<file path="config.mk">
export PLATFORM = sky130hd
export DESIGN_NAME = row_cache_fill_engine
export DESIGN_NICKNAME = d
export VERILOG_FILES = /design/src/rtl/row_cache_fill_engine.sv
export SDC_FILE = /design/constraint.sdc
export NUM_CORES = 1
export LEC_CHECK = 0
export CAP_MARGIN = 0
export CORE_ASPECT_RATIO = 1.1
export CORE_MARGIN = 2
export CORE_UTILIZATION = 43
export CTS_CLUSTER_SIZE = 12
export DETAILED_ROUTE_END_ITERATION = 10
export PLACE_DENSITY = 0.77
export SYNTH_ARGS = -nofsm -noshare
export SYNTH_HDL_FRONTEND = slang
export SYNTH_SLANG_ARGS = --single-unit
</file>
<file path="constraint.sdc">
create_clock -name clk -period 2.1 [get_ports clk]
set_input_delay 0.21 -clock clk [delete_from_list [all_inputs] [get_ports clk]]
set_output_delay 0.21 -clock clk [all_outputs]
set_load 0.05 [all_outputs]
</file>
<file path="src/rtl/row_cache_fill_engine.sv">
// rtl/row_cache_fill_engine.sv - row cache miss fill engine: victim write-back then row fetch
// Optional STATS_EN macro enables saturating fetch/write-back counters.
module row_cache_fill_engine #(
  parameter int ADDRWIDTH = 17,
  parameter int COLWIDTH  = 10,
  parameter int CIDWIDTH  = 5,
  parameter int BL        = 8,
  parameter int TRCD      = 14,
  parameter int TRP       = 14
) (
  input  logic                 clk,
  input  logic                 rst,
  input  logic                 hold,
  input  logic                 WB,
  input  logic [ADDRWIDTH-1:0] RowId,
  input  logic [ADDRWIDTH-1:0] VictimRowId,
  input  logic [CIDWIDTH-1:0]  cRowId,
  output logic                 MemOK,
  output logic                 busy,
  output logic                 mem_act,
  output logic                 mem_rd,
  output logic                 mem_wr,
  output logic                 mem_pre,
  output logic [ADDRWIDTH-1:0] mem_row,
  output logic [COLWIDTH-1:0]  mem_col,
  output logic [CIDWIDTH-1:0]  mem_slot,
  output logic [15:0]          stat_fetch,
  output logic [15:0]          stat_wb
);

  localparam int COLS = 1 << COLWIDTH;
  localparam int NB   = COLS / BL;
  localparam int HALF = BL / 2;
  localparam int XFC  = NB * HALF;
  localparam int MAXA = (TRCD > TRP) ? TRCD : TRP;
  localparam int MAXC = (MAXA > XFC) ? MAXA : XFC;
  localparam int CNTW = $clog2(MAXC + 1);
  localparam int SUBW = (HALF > 1) ? $clog2(HALF) : 1;

  localparam logic [2:0] IDLE = 3'd0;
  localparam logic [2:0] ACT  = 3'd1;
  localparam logic [2:0] RCD  = 3'd2;
  localparam logic [2:0] XFER = 3'd3;
  localparam logic [2:0] PRE  = 3'd4;
  localparam logic [2:0] RP   = 3'd5;
  localparam logic [2:0] DONE = 3'd6;

  logic [2:0]           state;
  logic [CNTW-1:0]      cnt;
  logic [SUBW-1:0]      sub;
  logic                 phase_wb;
  logic                 guard;
  logic [ADDRWIDTH-1:0] row_l;

  assign busy = (state != IDLE);

  // Strobes are registered on the transition so they line up with the state they belong to.
  always_ff @(posedge clk or posedge rst) begin
    if (rst) begin
      state    <= IDLE;
      cnt      <= '0;
      sub      <= '0;
      phase_wb <= 1'b0;
      guard    <= 1'b0;
      row_l    <= '0;
      MemOK    <= 1'b0;
      mem_act  <= 1'b0;
      mem_rd   <= 1'b0;
      mem_wr   <= 1'b0;
      mem_pre  <= 1'b0;
      mem_row  <= '0;
      mem_col  <= '0;
      mem_slot <= '0;
    end else begin
      mem_act <= 1'b0;
      mem_rd  <= 1'b0;
      mem_wr  <= 1'b0;
      mem_pre <= 1'b0;
      MemOK   <= 1'b0;
      case (state)
        IDLE: begin
          guard <= 1'b0;
          if (hold && !guard) begin
            row_l    <= RowId;
            mem_slot <= cRowId;
            phase_wb <= WB;
            mem_row  <= WB ? VictimRowId : RowId;
            mem_act  <= 1'b1;
            state    <= ACT;
          end
        end
        ACT: begin
          cnt   <= CNTW'(TRCD - 1);
          state <= RCD;
        end
        RCD: begin
          if (cnt == '0) begin
            state   <= XFER;
            cnt     <= CNTW'(XFC - 1);
            sub     <= '0;
            mem_col <= '0;
            mem_wr  <= phase_wb;
            mem_rd  <= !phase_wb;
          end else begin
            cnt <= cnt - 1'b1;
          end
        end
        XFER: begin
          if (sub == SUBW'(HALF - 1)) begin
            sub     <= '0;
            mem_col <= mem_col + COLWIDTH'(BL);
          end else begin
            sub <= sub + 1'b1;
          end
          if (cnt == '0) begin
            state   <= PRE;
            mem_pre <= 1'b1;
          end else begin
            cnt <= cnt - 1'b1;
            if (sub == SUBW'(HALF - 1)) begin
              mem_wr <= phase_wb;
              mem_rd <= !phase_wb;
            end
          end
        end
        PRE: begin
          cnt   <= CNTW'(TRP - 1);
          state <= RP;
        end
        RP: begin
          if (cnt != '0) begin
            cnt <= cnt - 1'b1;
          end else if (phase_wb) begin
            phase_wb <= 1'b0;
            mem_row  <= row_l;
            mem_act  <= 1'b1;
            state    <= ACT;
          end else begin
            MemOK <= 1'b1;
            state <= DONE;
          end
        end
        DONE: begin
          guard <= 1'b1;
          state <= IDLE;
        end
        default: state <= IDLE;
      endcase
    end
  end

`ifdef STATS_EN
  always_ff @(posedge clk or posedge rst) begin
    if (rst) begin
      stat_fetch <= '0;
      stat_wb    <= '0;
    end else begin
      if (state == DONE && stat_fetch != 16'hFFFF) stat_fetch <= stat_fetch + 16'd1;
      if (state == PRE && phase_wb && stat_wb != 16'hFFFF) stat_wb <= stat_wb + 16'd1;
    end
  end
`else
  assign stat_fetch = 16'd0;
  assign stat_wb    = 16'd0;
`endif

endmodule

</file>
==> results.json <==
{
  "ff_latch_area_mm2": 0.00170,
  "grt_pass1_wl_um": 15900,
  "syn_area_mm2": 0.00380,
  "yosysWarningCount": 0,
  "vias_per_cell": 5.46,
  "hold_viol_final": 0,
  "cts_sinks": 68,
  "fp.dieW_um": 93.6,
  "wl_per_cell_um": 15.8,
  "gr-total-overflow": 0,
  "whs_ns": 0.216,
  "postRouteAntennaNets": 0,
  "fin_skew_ns": 0.0104,
  "start_util": 0.447,
  "layout_common_cells": "76 x clkdlybuf4s50_1, 68 x dfrtp_1, 41 x nor2_1",
  "hold_class": "input port to asynchronous set/reset pin",
  "synth_edf_count": 0,
  "n_fill_cell": 728,
  "clk_pin_slew_worst_paths_ns": 0.08,
  "synthFlopType": "dfrtp_1",
  "arrival_ns": 2.30,
  "core-area_mm2": 0.00850,
  "r2r_slack_ns": 0.04,
  "firstDrtPassIters": 5,
  "yosysUniqueCellTypes": 49,
  "async_reset_ff_frac": 1.00,
  "required_ns": 2.34,
  "rows": 35,
  "clock_path_buffers": 2,
  "nets": 538,
  "antenna_found_initial": 0,
  "max_freq_mhz": 484,
  "power.density_mw_per_mm2": 1370,
  "clk_latency_ns": 0.35,
  "wirelength_um": 9580,
  "post-route-period-util": 0.983,
  "gp_congestion": 0.925,
  "setup_viol": 0,
  "finalCriticalPeriod_ns": 2.06,
  "total_power_mw": 6.94,
  "cts-htree-levels": 3,
  "crit_path_start_kind": "register",
  "grt_max_degree": 47,
  "cp-end-kind": "register",
  "worst_slew_pin_slew_ns": 0.546,
  "synth.avg_cell_area_um2": 9.77,
  "yosysSeqAreaShare": 0.448,
  "drc": 0,
  "final_common_cell": "clkdlybuf4s50_1",
  "leakage_nw": 2.20,
  "globalRouteTotalUtil": 0.208,
  "multiInputGateArea_mm2": 0.00188,
  "root_buffer": "clkbuf_8",
  "irDropWorstVdd_v": 0.000993,
  "syn2layout_area_growth_pct": 33.6,
  "vias": 3312,
  "die-area_mm2": 0.00961,
  "crit_fanout": 7,
  "dp.cells": 587,
  "status": "complete, no violations",
  "drv_cap": 0,
  "layout-drive-gt1-share": 0.234,
  "hpwl_um": 6890,
  "critical_path_class": "register to register",
  "fin_cells": 607,
  "drtIter0Drc": 270,
  "diodes": 0,
  "io_buffers": 77,
  "cts_tree": "yes",
  "synth-seq-cells": 68,
  "slew_viol_final": 0,
  "fp.dieH_um": 103,
  "io_pins": 113,
  "cts_hold_buffers": 0,
  "grt_pass1_vias": 3275,
  "postSynthCellCount": 389,
  "rsz0062_at_grt": "yes",
  "finish.utilization": 0.598,
  "relSlewSlack": 0.633,
  "cts_buffers": 9
}
-- critical path, cell delays in order, from the launching register on --
cell and delay [ns]:
dfrtp_1 0.39, inv_2 0.09, ha_4 0.14, or4b_4 0.49, o41a_4 0.42, nor4b_4 0.24, xnor2_1 0.14, nor2_1 0.05
-- Yosys cell counts (all sizes together), types with 3 or more instances --
library cell | instances | area (um^2)
mux2i | 4 | 40.0
a211oi | 5 | 37.5
ha | 4 | 50.1
nor2 | 41 | 154
a221oi | 4 | 35.0
nand2b | 3 | 18.8
o21ai | 10 | 50.1
clkbuf | 15 | 56.3
or3 | 5 | 31.3
buf | 45 | 315
o22ai | 21 | 131
inv | 11 | 41.3
nand4 | 3 | 18.8
nand2 | 23 | 86.3
o211ai | 3 | 22.5
a21oi | 30 | 150
nand3 | 7 | 35.0
mux2 | 39 | 439
o31ai | 3 | 22.5
nor3 | 12 | 60.1
dfrtp | 68 | 1700
xnor2 | 4 | 35.0
-- state kept, by name (all words and copies together) (netlist names) --
name and flops:
mem_rd 1, state 3, MemOK 1, mem_wr 1
mem_pre 1, sub 2, row_l 17, mem_col 7
mem_row 17, phase_wb 1, mem_slot 5, mem_act 1
cnt 10, guard 1
-- routing by layer --
layer,global-route usage,wire length [um],vias to the layer above,share of wire
met1,0.268,3960,1610,0.41
met5,0,0,-,0
li1,-,-,1530,-
met2,0.343,4700,161,0.49
met3,0.0577,791,11,0.083
met4,0.0635,122,0,0.013
-- through the flow --
stage	worst slack, ns	TNS, ns	cell area (um^2)
finish	0.0355	0	5080
global route	-0.0122	-0.0250	5080
CTS	0.00625	0	5010
detailed placement	-0.00857	-0.00857	4800
global placement	0.0652	0	4800
floorplan	-0.0536	-0.239	3960
-- what timing repair did --
action                     CTS  global route
pin swaps                    0             4
hold endpoints to repair     0             0
resized for setup            2             8
setup endpoints to repair    2             7
setup buffers                0             4
-- worst paths after layout --
path                            from           to  cells after the start
max in group asynchronous        rst     phase_wb                      3
min in group clk           cRowId[2]  mem_slot[2]                      2
min                              rst    row_l[12]                      3
max                           cnt[1]   mem_col[8]                      7
min reg2reg                 phase_wb       mem_rd                      1
max reg2reg                   cnt[1]   mem_col[8]                      7
-- cell type report --
cell class	instances	share of cell area
clock buffers	10	0.0271
multi-input cells	284	0.369
well taps	111	0.0274
inverters	11	0.00813
clock inverters	6	0.0126
repair buffers	117	0.220
flip-flops and latches	68	0.335
-- cell families (layout without fill, tap and decap cells) --
group,count (synthesis),count (layout),synth area share
AND/OR/NAND/NOR,108,108,0.138
AO/OA/AOI/OAI,90,90,0.156
buffers and inverters,71,144,0.109
flip-flops,68,68,0.448
multiplexers,43,43,0.126
adder cells (fa/ha/maj),4,4,0.0132
XOR/XNOR,4,4,0.00922
other,1,35,0.000987
-- power by group --
group	leakage, nW	switching, mW	internal, mW
clock	0.0983	0.523	0.578
sequential	0.827	0.355	1.84
combinational	1.28	2.24	1.40
No activity file was read; power rests on OpenSTA's default activity.
